<file path="src/rtl/mem_port_arbiter.sv">
// Arbiter sharing one single-port memory between the fetch (I) and load/store (D) ports.
// One transaction is in flight at a time; D wins unless a blocked fetch has aged out.
module mem_port_arbiter #(
   parameter int XLEN     = 64,
   parameter int AW       = 64,
   parameter int MAX_WAIT = 4
) (
   input  logic              clk,
   input  logic              rst,
   input  logic              if_req,
   input  logic [AW-1:0]     if_addr,
   output logic              if_gnt,
   output logic              if_rvalid,
   output logic [XLEN-1:0]   if_rdata,
   input  logic              d_req,
   input  logic              d_we,
   input  logic [AW-1:0]     d_addr,
   input  logic [XLEN-1:0]   d_wdata,
   input  logic [XLEN/8-1:0] d_wstrb,
   output logic              d_gnt,
   output logic              d_rvalid,
   output logic [XLEN-1:0]   d_rdata,
   output logic              mem_req,
   output logic              mem_we,
   output logic [AW-1:0]     mem_addr,
   output logic [XLEN-1:0]   mem_wdata,
   output logic [XLEN/8-1:0] mem_wstrb,
   input  logic              mem_ready,
   input  logic              mem_rvalid,
   input  logic [XLEN-1:0]   mem_rdata,
   output logic              stall_f,
   output logic              stall_m,
   output logic              err_spur
);

   localparam int               AGE_W   = $clog2(MAX_WAIT + 1);
   localparam logic [AGE_W-1:0] AGE_MAX = AGE_W'(MAX_WAIT);

   typedef enum logic [1:0] {
      IDLE,
      WAIT_I,
      WAIT_D
   } state_e;

   state_e           state_q, state_d;
   logic [AGE_W-1:0] age_q, age_d;
   logic             err_spur_q, err_spur_d;

   logic idle;
   logic pick_d;
   logic pick_i;

   always_comb begin
      // NOTE: every signal written here gets a default first so no path can infer a latch.
      idle       = 1'b0;
      pick_d     = 1'b0;
      pick_i     = 1'b0;
      mem_req    = 1'b0;
      mem_we     = 1'b0;
      mem_addr   = '0;
      mem_wdata  = '0;
      mem_wstrb  = '0;
      if_gnt     = 1'b0;
      d_gnt      = 1'b0;
      if_rvalid  = 1'b0;
      d_rvalid   = 1'b0;
      if_rdata   = '0;
      d_rdata    = '0;
      stall_f    = 1'b0;
      stall_m    = 1'b0;
      state_d    = state_q;
      age_d      = age_q;
      err_spur_d = err_spur_q;

      // Reset gates every output so nothing leaks from stale state during the reset cycle.
      idle   = (state_q == IDLE) && !rst;
      pick_d = d_req && !(if_req && (age_q == AGE_MAX));
      pick_i = if_req && !pick_d;

      if (idle && pick_d) begin
         mem_req   = 1'b1;
         mem_we    = d_we;
         mem_addr  = d_addr;
         mem_wdata = d_wdata;
         mem_wstrb = d_wstrb;
         d_gnt     = mem_ready;
      end else if (idle && pick_i) begin
         mem_req  = 1'b1;
         mem_addr = if_addr;
         if_gnt   = mem_ready;
      end

      if (!rst) begin
         if_rvalid = (state_q == WAIT_I) && mem_rvalid;
         d_rvalid  = (state_q == WAIT_D) && mem_rvalid;
         if_rdata  = if_rvalid ? mem_rdata : '0;
         d_rdata   = d_rvalid ? mem_rdata : '0;
         stall_f   = (if_req && !if_gnt) || ((state_q == WAIT_I) && !mem_rvalid);
         stall_m   = (d_req && !d_gnt) || ((state_q == WAIT_D) && !mem_rvalid);
      end

      unique case (state_q)
         IDLE: begin
            if (if_gnt)      state_d = WAIT_I;
            else if (d_gnt)  state_d = WAIT_D;
         end
         WAIT_I, WAIT_D: begin
            if (mem_rvalid)  state_d = IDLE;
         end
         default:            state_d = IDLE;
      endcase

      // A response with nothing outstanding (including one left over from before reset).
      if (idle && mem_rvalid) err_spur_d = 1'b1;

      if (!if_req || if_gnt)    age_d = '0;
      else if (age_q != AGE_MAX) age_d = age_q + AGE_W'(1);
   end

   assign err_spur = err_spur_q && !rst;

   always_ff @(posedge clk) begin
      // NOTE: sequential state uses non-blocking assignments so every flop samples pre-edge values.
      if (rst) begin
         state_q    <= IDLE;
         age_q      <= '0;
         err_spur_q <= 1'b0;
      end else begin
         state_q    <= state_d;
         age_q      <= age_d;
         err_spur_q <= err_spur_d;
      end
   end

endmodule
</file>
<file path="config.mk">
export PLATFORM = sky130hd
export DESIGN_NAME = mem_port_arbiter
export DESIGN_NICKNAME = d
export VERILOG_FILES = /design/src/rtl/mem_port_arbiter.sv
export SDC_FILE = /design/constraint.sdc
export NUM_CORES = 1
export LEC_CHECK = 0
export CORE_AREA = 2 2 209 211
export CTS_BUF_LIST = sky130_fd_sc_hd__clkbuf_4 sky130_fd_sc_hd__clkbuf_8
export DETAILED_ROUTE_END_ITERATION = 6
export DIE_AREA = 0 0 211 213
export PLACE_DENSITY = 0.31
export REMOVE_ABC_BUFFERS = 1
export SYNTH_ARGS = -nofsm -noshare
export SYNTH_HDL_FRONTEND = slang
export SYNTH_SLANG_ARGS = --single-unit
</file>
<file path="constraint.sdc">
create_clock -name clk -period 2.1 [get_ports clk]
set_clock_uncertainty 0.05 [all_clocks]
set_input_delay 0.42 -clock clk [delete_from_list [all_inputs] [get_ports clk]]
set_output_delay 0.42 -clock clk [all_outputs]
set_load 0.01 [all_outputs]
</file>
==> summary.md <==
| Metric | Value |
|---|---|
| Die Wd | `about 210 um` |
| Pre-CTS setup slack | `-0.917 ns` |
| Worst VDD drop | `between 0.09 and 0.1 mV` |
| CTS max path bufs | `2` |
| Slew at the pin closest to its max-slew limit | `between 0.2 and 0.25 ns` |
| Fin crit period | `~2.4 ns` |
| Overflow after GRT | `0` |
| Hold buffers post-CTS | `0` |
| Crit path DAT | `between 1.5 and 2 ns` |
| Layout cell share with drive strength beyond 1 | `57.5%` |
| Leak | `roughly 5 nW` |
| Port bufs | `~540` |
| Setup violators final | `242` |
| Clock Latency Late Sink | `0.23 ns` |
| Total GRT Usage | `between 10% and 20%` |
| Remaining DRCs | `0` |
| Commonest non-fill, non-tap cells in the layout | `clkdlybuf4s50_1 (266), buf_6 (205), and2_4 (124)` |
| Total power | `around 2.2 mW` |
| Vias in the first global route | `between 5000 and 6000` |
| Slew Limit Fails | `0` |
| Worst r2r src | `age_q[0]` |
| Normalized max-slew margin | `between 80% and 90%` |
| Hold Fails Final Rpt | `0` |
| Starting Density | `just under 6%` |
| Via density | `between 3 and 4` |
| Peak fanout along the critical path | `5` |
| Avg Inst Size Synth | `roughly 6.9 um2` |
| Routed len/inst | `approximately 21 um` |
| I/O Pins | `between 500 and 600` |
| Die extent in y | `around 210 um` |
| Hold Path End | `err_spur_q` |
| Min-Delay Path Class | `reg2reg` |
| Post-synth top area share | `roughly half` |
| Post-route ant nets | `0` |
| Most common cell after layout, fill and taps aside | `clkdlybuf4s50_1` |
| Cells after Synth | `roughly 360` |
| Status | `complete, but fails checks` |
| CTS tree | `done` |
| Cell Rows | `between 70 and 80` |
| Max Clock Freq | `415 MHz` |
| Final WL | `roughly 34000 um` |
| Synth cell types | `29` |
| Max-Cap Viols | `0` |
| H-tree depth | `1` |
| Slack of the critical path | `-0.312 ns` |
| Yosys top cell by area | `and2_1` |
| Crit start category | `register` |
| Register-to-register setup slack | `around 0.23 ns` |
| Post-Synthesis Cell Area | `2470 um2` |
| Num CTS Buffers | `3` |
| Initial antenna violation count | `18` |
| WP data required | `between 1.5 and 2 ns` |
| Seq/Total Area, Yosys | `slightly below 5%` |
| RSZ-0062 raised after global routing | `true` |
| Synth warn | `0` |
| CP Class | `reg2out` |
| Drt first-iter violations | `between 100 and 150` |
| First-pass GRT wire length | `43000 um` |
| P per Cell Area | `about 200 nW/um2` |
| Period utilization | `115%` |
| GPL Wtd Cong | `between 0.7 and 0.8` |
| Area growth from synthesis to layout | `340%` |
| Full die area | `roughly 45000 um2` |
| CTS clk-pin slew, worst paths | `around 0.04 ns` |
| Reg2reg end | `age_q[1]` |
| DR vias | `approximately 5400` |
| Hold Path Origin | `err_spur_q` |
| Drt pass-1 iters | `4` |
| Fin nets | `around 1300` |
| Core area | `around 43000 um2` |
| Post-synthesis register bit count | `6` |
| Failing checks | `negative setup slack` |
| Synth top area cells | `and2_1 (51%), a22o_1 (23%), dfxtp_1 (4.9%), buf_6 (4.1%), ha_1 (2.5%)` |
| Largest net degree at the start of global routing | `17` |
| Root buf cell | `clkbuf_8` |
| Min-Delay Path Depth | `2` |
| Critical path endpoint category | `output port` |
| Clk sink count | `6` |
| R2R depth | `11` |
| Detail Placement HPWL | `25700 um` |
## synthesized netlist by cell type (all sizes together)
cell	number
and3	2
clkbuf	24
nor3	2
a211oi	1
nand2	6
nand3	3
a32o	1
a31oi	1
buf	13
xnor2	1
nor2b	2
ha	5
and2	202
inv	8
nor2	6
o21ai	2
and4	1
o31a	1
nand2b	2
nor3b	1
a21oi	3
dfxtp	6
a21o	1
a22o	64
## kinds of logic (layout without fill, tap and decap cells)
kind of cell | after synthesis | count (layout) | share of synthesized area, %
and+or+nand+nor | 227 | 227 | 56.4
AOI/OAI and AO/OA | 74 | 74 | 25.5
buffers and inverters | 45 | 710 | 10.4
DFF | 6 | 6 | 4.85
adders and majority gates | 5 | 5 | 2.53
xor gates and xnor gates | 1 | 1 | 0.354
other | 0 | 6 | 0
## where the power goes
part	total [mW]	internal, mW	leakage [nW]	switching, mW
sequential	0.124	0.121	0.0508	0.00315
clock	0.181	0.124	0.0216	0.0572
combinational	1.87	1.22	4.98	0.654
total	2.18	1.46	5.05	0.715
## worst max path at each step
stage | from | endpoint | slack, ns | cells after the start
after global routing | age_q[0] | mem_addr[53] | -0.38 | 10
after CTS | age_q[1] | mem_addr[55] | -0.43 | 11
final | age_q[0] | mem_addr[55] | -0.31 | 10
after global placement | if_req | mem_addr[31] | -0.89 | 6
after floorplan | age_q[0] | stall_m | -1.62 | 6
after detailed placement | if_req | mem_addr[31] | -0.92 | 6
## sequential cells by signal, indices dropped and copies added, names as in the netlist
name	cells
age_q	3
state_q	2
err_spur_q	1
## final cells by class
type | count | area (um2)
timing repair buffer | 699 | 7390
clock buffer | 3 | 41.3
tap | 546 | 683
antenna | 6 | 15.0
fill | 4666 | 31800
multi-input combinational | 307 | 2600
inverter | 8 | 30.0
sequential | 6 | 125
## layer usage
metal	vias to the layer above	part of all wire [%]	GRT usage (%)
met5	-	0.33	0
met2	345	55	27.4
met4	18	3.3	5.37
met1	2463	33	12.8
li1	2542	-	-
met3	55	8.5	4.63
## through the flow
stage	instances	instance area (um2)	hold WS (ns)	utilization, %	setup TNS (ns)
6_report	1575	10900	0.412	25.5	-35.84
5_1_grt	1572	10900	0.443	25.5	-50.10
4_1_cts	1557	10500	0.416	24.6	-53.99
3_5_place_dp	1461	8920	0.404	20.9	-187.27
3_3_place_gp	1461	8920	0.409	20.9	-184.65
2_1_floorplan	321	2250	0.379	-	-213.52
## timing repair
action                                  4_1_cts  5_1_grt
pin swaps                                    95       60
resized for setup                          1224      291
endpoints found under the setup margin      273      269
buffers inserted                             70       25
gates cloned                                 27        2
## worst max-delay path, cell delays in order, from the launching register on
cell and delay (ns):
dfxtp_2 0.32, inv_2 0.06, ha_4 0.16, nand3_2 0.07
and4_4 0.18, buf_12 0.14, buf_12 0.14, buf_16 0.13
buf_8 0.11, a22o_4 0.26, buf_6 0.13
(Power assumes the default switching activity.)
